## config.mk

```make
export PLATFORM = sky130hd
export DESIGN_NAME = multicycle_adder
export DESIGN_NICKNAME = d
export VERILOG_FILES = /design/src/rtl/multicycle_adder.sv
export SDC_FILE = /design/constraint.sdc
export NUM_CORES = 1
export LEC_CHECK = 0
export ABC_AREA = 0
export ABC_CLOCK_PERIOD_IN_PS = 4500
export CAP_MARGIN = 20
export CORE_MARGIN = 10
export CORE_UTILIZATION = 49
export CTS_CLUSTER_DIAMETER = 100
export CTS_CLUSTER_SIZE = 20
export DETAILED_ROUTE_END_ITERATION = 10
export GPL_ROUTABILITY_DRIVEN = 0
export PLACE_DENSITY = 0.79
export SETUP_SLACK_MARGIN = 0.15
export SLEW_MARGIN = 20
export SYNTH_ARGS = -nofsm -noshare
export SYNTH_HDL_FRONTEND = slang
export SYNTH_SLANG_ARGS = --single-unit
export TNS_END_PERCENT = 10
```

## constraint.sdc

```tcl
create_clock -name clk -period 4.5 [get_ports clk]
set_clock_uncertainty 0.05 [all_clocks]
set_input_delay 0.45 -clock clk [delete_from_list [all_inputs] [get_ports clk]]
set_output_delay 0.45 -clock clk [all_outputs]
set_load 0.02 [all_outputs]
```

## src/rtl/multicycle_adder.sv

```systemverilog
// Sequential chunked ripple adder: adds two WIDTH-bit operands CHUNK bits per clock, LSB first.
// Optional build macro MULTICYCLE_ADDER_SUB_EN adds a 'sub' input selecting a - b.
module multicycle_adder #(
  parameter int WIDTH = 32,
  parameter int CHUNK = 8
) (
  input  logic             clk,
  input  logic             reset,
  input  logic             start,
  input  logic [WIDTH-1:0] a,
  input  logic [WIDTH-1:0] b,
`ifdef MULTICYCLE_ADDER_SUB_EN
  input  logic             sub,
`endif
  output logic             busy,
  output logic             done,
  output logic [WIDTH-1:0] sum,
  output logic             carryout,
  output logic             overflow
);

  localparam int NC   = WIDTH / CHUNK;
  localparam int IDXW = (NC > 1) ? $clog2(NC) : 1;
  localparam logic [IDXW-1:0] LAST_IDX = IDXW'(NC - 1);

  typedef enum logic [1:0] {
    IDLE = 2'd0,
    RUN  = 2'd1,
    DONE = 2'd2
  } state_t;

  // Returns {carry out of chunk MSB, carry into chunk MSB, chunk sum}.
  function automatic logic [CHUNK+1:0] chunk_add(input logic [CHUNK-1:0] x,
                                                 input logic [CHUNK-1:0] y,
                                                 input logic             cin);
    logic [CHUNK:0] t;
    logic           cmsb;
    t    = {1'b0, x} + {1'b0, y} + {{CHUNK{1'b0}}, cin};
    cmsb = t[CHUNK-1] ^ x[CHUNK-1] ^ y[CHUNK-1];
    return {t[CHUNK], cmsb, t[CHUNK-1:0]};
  endfunction

  state_t             state_r;
  state_t             state_nx_s;
  logic               accept_s;
  logic               last_s;
  logic [WIDTH-1:0]   op_a_r;
  logic [WIDTH-1:0]   op_b_r;
  logic [WIDTH-1:0]   acc_r;
  logic               carry_r;
  logic [IDXW-1:0]    idx_r;
  logic [WIDTH-1:0]   b_in_s;
  logic               cin_s;
  logic [CHUNK+1:0]   chunk_res_s;
  logic [CHUNK-1:0]   chunk_sum_s;
  logic               chunk_cmsb_s;
  logic               chunk_cout_s;
  logic [WIDTH-1:0]   acc_nx_s;
  logic [WIDTH-1:0]   op_a_sh_s;
  logic [WIDTH-1:0]   op_b_sh_s;

  // Operand conditioning at the sampling edge: subtraction is a + ~b + 1.
  always_comb begin
`ifdef MULTICYCLE_ADDER_SUB_EN
    if (sub) begin
      b_in_s = ~b;
      cin_s  = 1'b1;
    end else begin
      b_in_s = b;
      cin_s  = 1'b0;
    end
`else
    b_in_s = b;
    cin_s  = 1'b0;
`endif
  end

  // Current chunk sits in the low bits of the shifting operand registers.
  always_comb begin
    chunk_res_s  = chunk_add(op_a_r[CHUNK-1:0], op_b_r[CHUNK-1:0], carry_r);
    chunk_sum_s  = chunk_res_s[CHUNK-1:0];
    chunk_cmsb_s = chunk_res_s[CHUNK];
    chunk_cout_s = chunk_res_s[CHUNK+1];
  end

  // New chunk enters the accumulator at the top; after NC chunks it lands aligned.
  generate
    if (NC == 1) begin : g_single
      assign acc_nx_s  = chunk_sum_s;
      assign op_a_sh_s = {WIDTH{1'b0}};
      assign op_b_sh_s = {WIDTH{1'b0}};
    end else begin : g_multi
      assign acc_nx_s  = {chunk_sum_s, acc_r[WIDTH-1:CHUNK]};
      assign op_a_sh_s = {{CHUNK{1'b0}}, op_a_r[WIDTH-1:CHUNK]};
      assign op_b_sh_s = {{CHUNK{1'b0}}, op_b_r[WIDTH-1:CHUNK]};
    end
  endgenerate

  // State register.
  always_ff @(posedge clk or posedge reset) begin
    if (reset) begin
      state_r <= IDLE;
    end else begin
      state_r <= state_nx_s;
    end
  end

  // Next-state logic; DONE accepts a new start exactly like IDLE.
  always_comb begin
    state_nx_s = state_r;
    accept_s   = 1'b0;
    last_s     = (idx_r == LAST_IDX);
    case (state_r)
      IDLE: begin
        if (start) begin
          accept_s   = 1'b1;
          state_nx_s = RUN;
        end else begin
          state_nx_s = IDLE;
        end
      end
      RUN: begin
        if (last_s) begin
          state_nx_s = DONE;
        end else begin
          state_nx_s = RUN;
        end
      end
      DONE: begin
        if (start) begin
          accept_s   = 1'b1;
          state_nx_s = RUN;
        end else begin
          state_nx_s = IDLE;
        end
      end
      default: begin
        state_nx_s = IDLE;
      end
    endcase
  end

  // Operand latch, chunk sequencing and inter-cycle carry.
  always_ff @(posedge clk or posedge reset) begin
    if (reset) begin
      op_a_r  <= {WIDTH{1'b0}};
      op_b_r  <= {WIDTH{1'b0}};
      acc_r   <= {WIDTH{1'b0}};
      carry_r <= 1'b0;
      idx_r   <= {IDXW{1'b0}};
    end else if (accept_s) begin
      op_a_r  <= a;
      op_b_r  <= b_in_s;
      acc_r   <= {WIDTH{1'b0}};
      carry_r <= cin_s;
      idx_r   <= {IDXW{1'b0}};
    end else if (state_r == RUN) begin
      op_a_r  <= op_a_sh_s;
      op_b_r  <= op_b_sh_s;
      acc_r   <= acc_nx_s;
      carry_r <= chunk_cout_s;
      idx_r   <= idx_r + IDXW'(1);
    end else begin
      op_a_r  <= op_a_r;
      op_b_r  <= op_b_r;
      acc_r   <= acc_r;
      carry_r <= carry_r;
      idx_r   <= idx_r;
    end
  end

  // Registered handshake and result; results move only on the edge entering DONE.
  always_ff @(posedge clk or posedge reset) begin
    if (reset) begin
      busy     <= 1'b0;
      done     <= 1'b0;
      sum      <= {WIDTH{1'b0}};
      carryout <= 1'b0;
      overflow <= 1'b0;
    end else begin
      busy <= (state_nx_s == RUN);
      done <= (state_nx_s == DONE);
      if ((state_r == RUN) && last_s) begin
        sum      <= acc_nx_s;
        carryout <= chunk_cout_s;
        overflow <= chunk_cout_s ^ chunk_cmsb_s;
      end else begin
        sum      <= sum;
        carryout <= carryout;
        overflow <= overflow;
      end
    end
  end

endmodule
```

* Word-level counts from Yosys, hierarchy flattened
Cells that the tools add are included.
** Word-level totals
- Bits of input ports :: 67
- Output and inout bits :: 36
- Register bits after elaboration :: 137
- Logic and storage cells :: 41
** Operators by class
- Bitwise logic cells :: 3
- Mux-type cells :: 15
- Reductions and logical operators :: 4
- Equality and inequality tests :: 5
- Add/sub/neg operators :: 3
** Operators by type and width (count)
- 2-to-1 mux 32 bit :: 6
- adder 8 x 8 -> 9 bit :: 1
- adder 9 x 1 -> 9 bit :: 1
- equality test 2 bit (second input constant) :: 3
- 2-to-1 mux 2 bit :: 3
- 2-to-1 mux 1 bit :: 5
- equality test 2 x 1 -> 1 bit (second input constant) :: 2
- one-hot mux 2 bit (2 select lines) :: 1
- XOR 1 bit :: 3
- adder 2 x 1 -> 2 bit (second input constant) :: 1
- zero test 2 bit :: 1
- nonzero test 2 bit :: 1
- OR reduction 2 bit :: 1
- logical AND 1 bit :: 1

* Logic depth before layout (Yosys ltp)
- Depth in word-level cells :: 5
- Gate-level depth with buffers :: 8
- Gate-level depth less buffers :: 7

* Worst setup path after synthesis
Ideal clock, no wire load.
- Kind :: reg2reg
- From :: register op_a_r[0]
- To :: register overflow
- Slack :: 2.056 ns
- Period minus slack after synthesis :: 2.444 ns
- Required time :: 4.384 ns
- Stages on the path, launching flop included :: 8
- Library setup time :: 0.066 ns
- Path buffers :: 0
- Data arrival time :: 2.328 ns
- Path through :: dfrtp_1 -> fa_1 -> fa_1 -> a211oi_1 -> o21ai_1 -> a211o_1 -> mux2_2 -> nand3_2
** Between the ends
- Cells in the longest elaborated chain, start to end :: 5
** Ends and longest elaborated chain
- from (decl) :: RTL line 47 : logic [WIDTH-1:0] op_a_r;
- from (signal assigned) :: RTL line 146 : op_a_r <= {WIDTH{1'b0}};
- from (signal assigned) :: RTL line 158 : op_a_r <= op_a_sh_s;
- from (signal assigned) :: RTL line 164 : op_a_r <= op_a_r;
- adder 8 x 8 -> 9 bit * :: RTL line 38 : t = {1'b0, x} + {1'b0, y} + {{CHUNK{1'b0}}, cin};
- adder 9 x 1 -> 9 bit * :: RTL line 38
- XOR 1 bit (2 in series) :: RTL line 39 : cmsb = t[CHUNK-1] ^ x[CHUNK-1] ^ y[CHUNK-1];
- XOR 1 bit * :: RTL line 186 : overflow <= chunk_cout_s ^ chunk_cmsb_s;
- to (signal assigned) :: RTL line 186
- to (signal assigned) :: RTL line 190 : overflow <= overflow;
- to (decl) :: RTL line 19 : output logic overflow
Every way passes the cells marked *; elsewhere a longest branch is shown, timed or not.
A chain may end at the register's enable or synchronous reset.

* Worst setup path after layout
- From :: register state_r[0]
- To :: register overflow
** Between the ends
- Cells in the longest elaborated chain, start to end :: 2
** Ends and longest elaborated chain
- from (decl) :: RTL line 43 : state_t state_r;
- from (signal assigned) :: RTL line 104 : state_r <= state_nx_s;
- equality test 2 x 1 -> 1 bit :: RTL line 183 : if ((state_r == RUN) && last_s) begin
- logical AND 1 bit :: RTL line 183
Every way passes these cells.

==> reports/metrics.cfg <==
[outcome]
status = finished, final reports clean

[sta]
tightest_slew_ps = 846.9
slew_violations = 0
timing.final.crit_share = 0.6021
clock.fmax_ghz = 0.3691
hold_viol = 0
setup_viol = 0
rsz0062_at_grt = false
relSlewSlack = 0.4354
holdWs_ps = 425.6
setup_tns_ps = 0
min_period_ps = 2709

[clock_network]
cts_resized = 0
cts_tree = built
insertion_delay_ps = 520
clk_path_buf_depth = 2
cts_setup_buffers = 0
cts_max_level = 4
clock-sinks = 129
clk_pin_slew_worst_paths_ps = 60
postCtsHoldBufs = 0
root_buffer = clkbuf_8
cts_made_buffers = 17

[synthesis]
seq_area_frac_synth = 0.6053
avgSynthCellArea_sq_um = 11.72
synthArstFlopShare = 1.000
netlist_area_sq_um = 5333
yosysWarnings = 0
synth.ff_latch_count = 129
synth-edff-count = 0
synthCells = 455
synth_top_area_frac = 0.6053
ys_top_cells_by_area = dfrtp_1, nand2_1, a22oi_1
syn-num-nets = 532
synth_top_cell_by_area = dfrtp_1
ys.flop_type = dfrtp_1
synth_cell_type_count = 37

[global_route]
antenna_found_initial = 1
track_usage = 0.1585
grt_pass1_wl_mm = 20.36
grt_max_degree = 130
gr-total-overflow = 0
grt_pass1_vias = 4126

[drt]
drc = 0
ant_nets = 0
first_pass_iters = 4
routedWlPerCell_microns = 17.49
vias_per_cell = 5.483
drt_iter0_markers = 338
vias = 3860
drt-total-wl_mm = 12.32

[layout]
layout_common_cells = dfrtp_1, nand2_1, clkdlybuf4s50_1, a22oi_1, a22o_1
stdcell_count = 704
fin_area_sq_um = 7081
antenna_cells = 0
syn_to_final_growth_pct = 32.78
drive_above_1_share = 0.1312
final_common_cell = dfrtp_1
fin_nets = 628

[critical_path]
slowest_delay_ps = 620
critPathTopFamily = buffers and inverters
cp_slowest_cell = buf_4
cp-end-kind = flip-flop
path_cells = nor2b_4 -> buf_4 -> nand2_4 -> inv_2 -> nand2_1 -> a21o_1 -> mux2_2 -> nand3_2
cp-start-kind = flip-flop
criticalPathCategory = reg2reg
critPathRequiredTime_ps = 4910
arrival_ps = 3120
crit_buf_inv = 2
critical_path.max_fanout = 68

[floorplan]
core_area_sq_um = 10750
start_util = 0.4963
ios = 103
dieWidth_microns = 124.3
rows = 38
dieArea_sq_um = 15460
die-height_microns = 124.3

[min_path]
min_path_type = reg2reg

[flow_run]
drv_cap = 0

[place]
io_buffers = 102
place_inst = 671
dp_hpwl_mm = 8.351
place_area_sq_um = 6440

[power_and_ir_drop]
leakage_nw = 3.263
ir_drop_mv = 0.4258
power.total_w = 0.005736
cellPowerDensity_nw_per_um2 = 810.1

[worst paths after layout]
kind | start | end | slack, ps | cells after the start
hold / removal | op_b_r[10] | op_b_r[10] | 430 | 2
hold reg to reg | op_b_r[10] | op_b_r[10] | 430 | 2
setup / recovery | state_r[0] | overflow | 1790 | 8
max in group asynchronous | reset | carryout | 3350 | 2
setup reg to reg | state_r[0] | overflow | 1790 | 8
min in group asynchronous | reset | op_a_r[22] | 460 | 2
[stage by stage]
stage,setup slack [ps],utilization
2_1_floorplan,559.0,-
3_5_place_dp,1763,0.5993
4_1_cts,1781,0.6568
5_1_grt,1593,0.6589
3_3_place_gp,1802,0.5993
6_report,1791,0.6589
[metal layers]
layer | vias to the layer above | wire length (microns) | global-route usage
li1 | 1821 | - | -
met1 | 1904 | 5240 | 0.1875
met2 | 120 | 5923 | 0.2500
met3 | 13 | 1035 | 0.06723
met4 | 2 | 99 | 0.06169
met5 | - | 17 | 0
[layout make-up]
cell class	count	area (sq um)
fillers	864	3665
flip-flops and latches	129	3228
multi-input cells	292	1969
clock inverters	13	186.4
inverters	5	26.28
well taps	140	175.2
repair buffers	106	1064
clock buffers	19	431.7
[worst reg2reg max path, stage by stage (launching register included)]
cell,delay (ps)
dfrtp_1,410
nor2b_4,200
buf_4,620
nand2_4,240
inv_2,540
nand2_1,100
a21o_1,170
mux2_2,260
nand3_2,60
[kinds of logic (layout without fill, tap and decap cells)]
group,after synthesis,after routing,synth area share
adders and majority gates,10,10,0.02628
muxes,28,28,0.05913
buffers and inverters,34,143,0.02956
AOI/OAI and AO/OA,122,122,0.1734
and+or+nand+nor,126,126,0.09643
DFF,129,129,0.6054
xor gates and xnor gates,6,6,0.009854
[synth_stat cells, types with 3 or more instances]
cell / n
buf_1: 5
nand2_1: 113
ha_1: 8
o21bai_1: 3
a22o_1: 35
inv_1: 4
a22oi_1: 48
nor2_1: 3
buf_2: 15
o21ai_0: 15
mux2_2: 28
clkbuf_1: 7
a21oi_1: 7
dfrtp_1: 129
xor2_1: 4
o21ai_1: 4
[report_power, final]
part / internal, W / switching, W
combinational: 0.00103 / 0.00129
clock: 0.000914 / 0.000499
sequential: 0.00168 / 0.000329
total: 0.00362 / 0.00211
[sequential cells by signal, summed over array words and instances, names as in the netlist]
register  cells
op_a_r       32
op_b_r       32
sum          32
acc_r        24
idx_r         2
state_r       2
busy          1
carry_r       1
carryout      1
done          1
overflow      1
(Power assumes the default switching activity.)
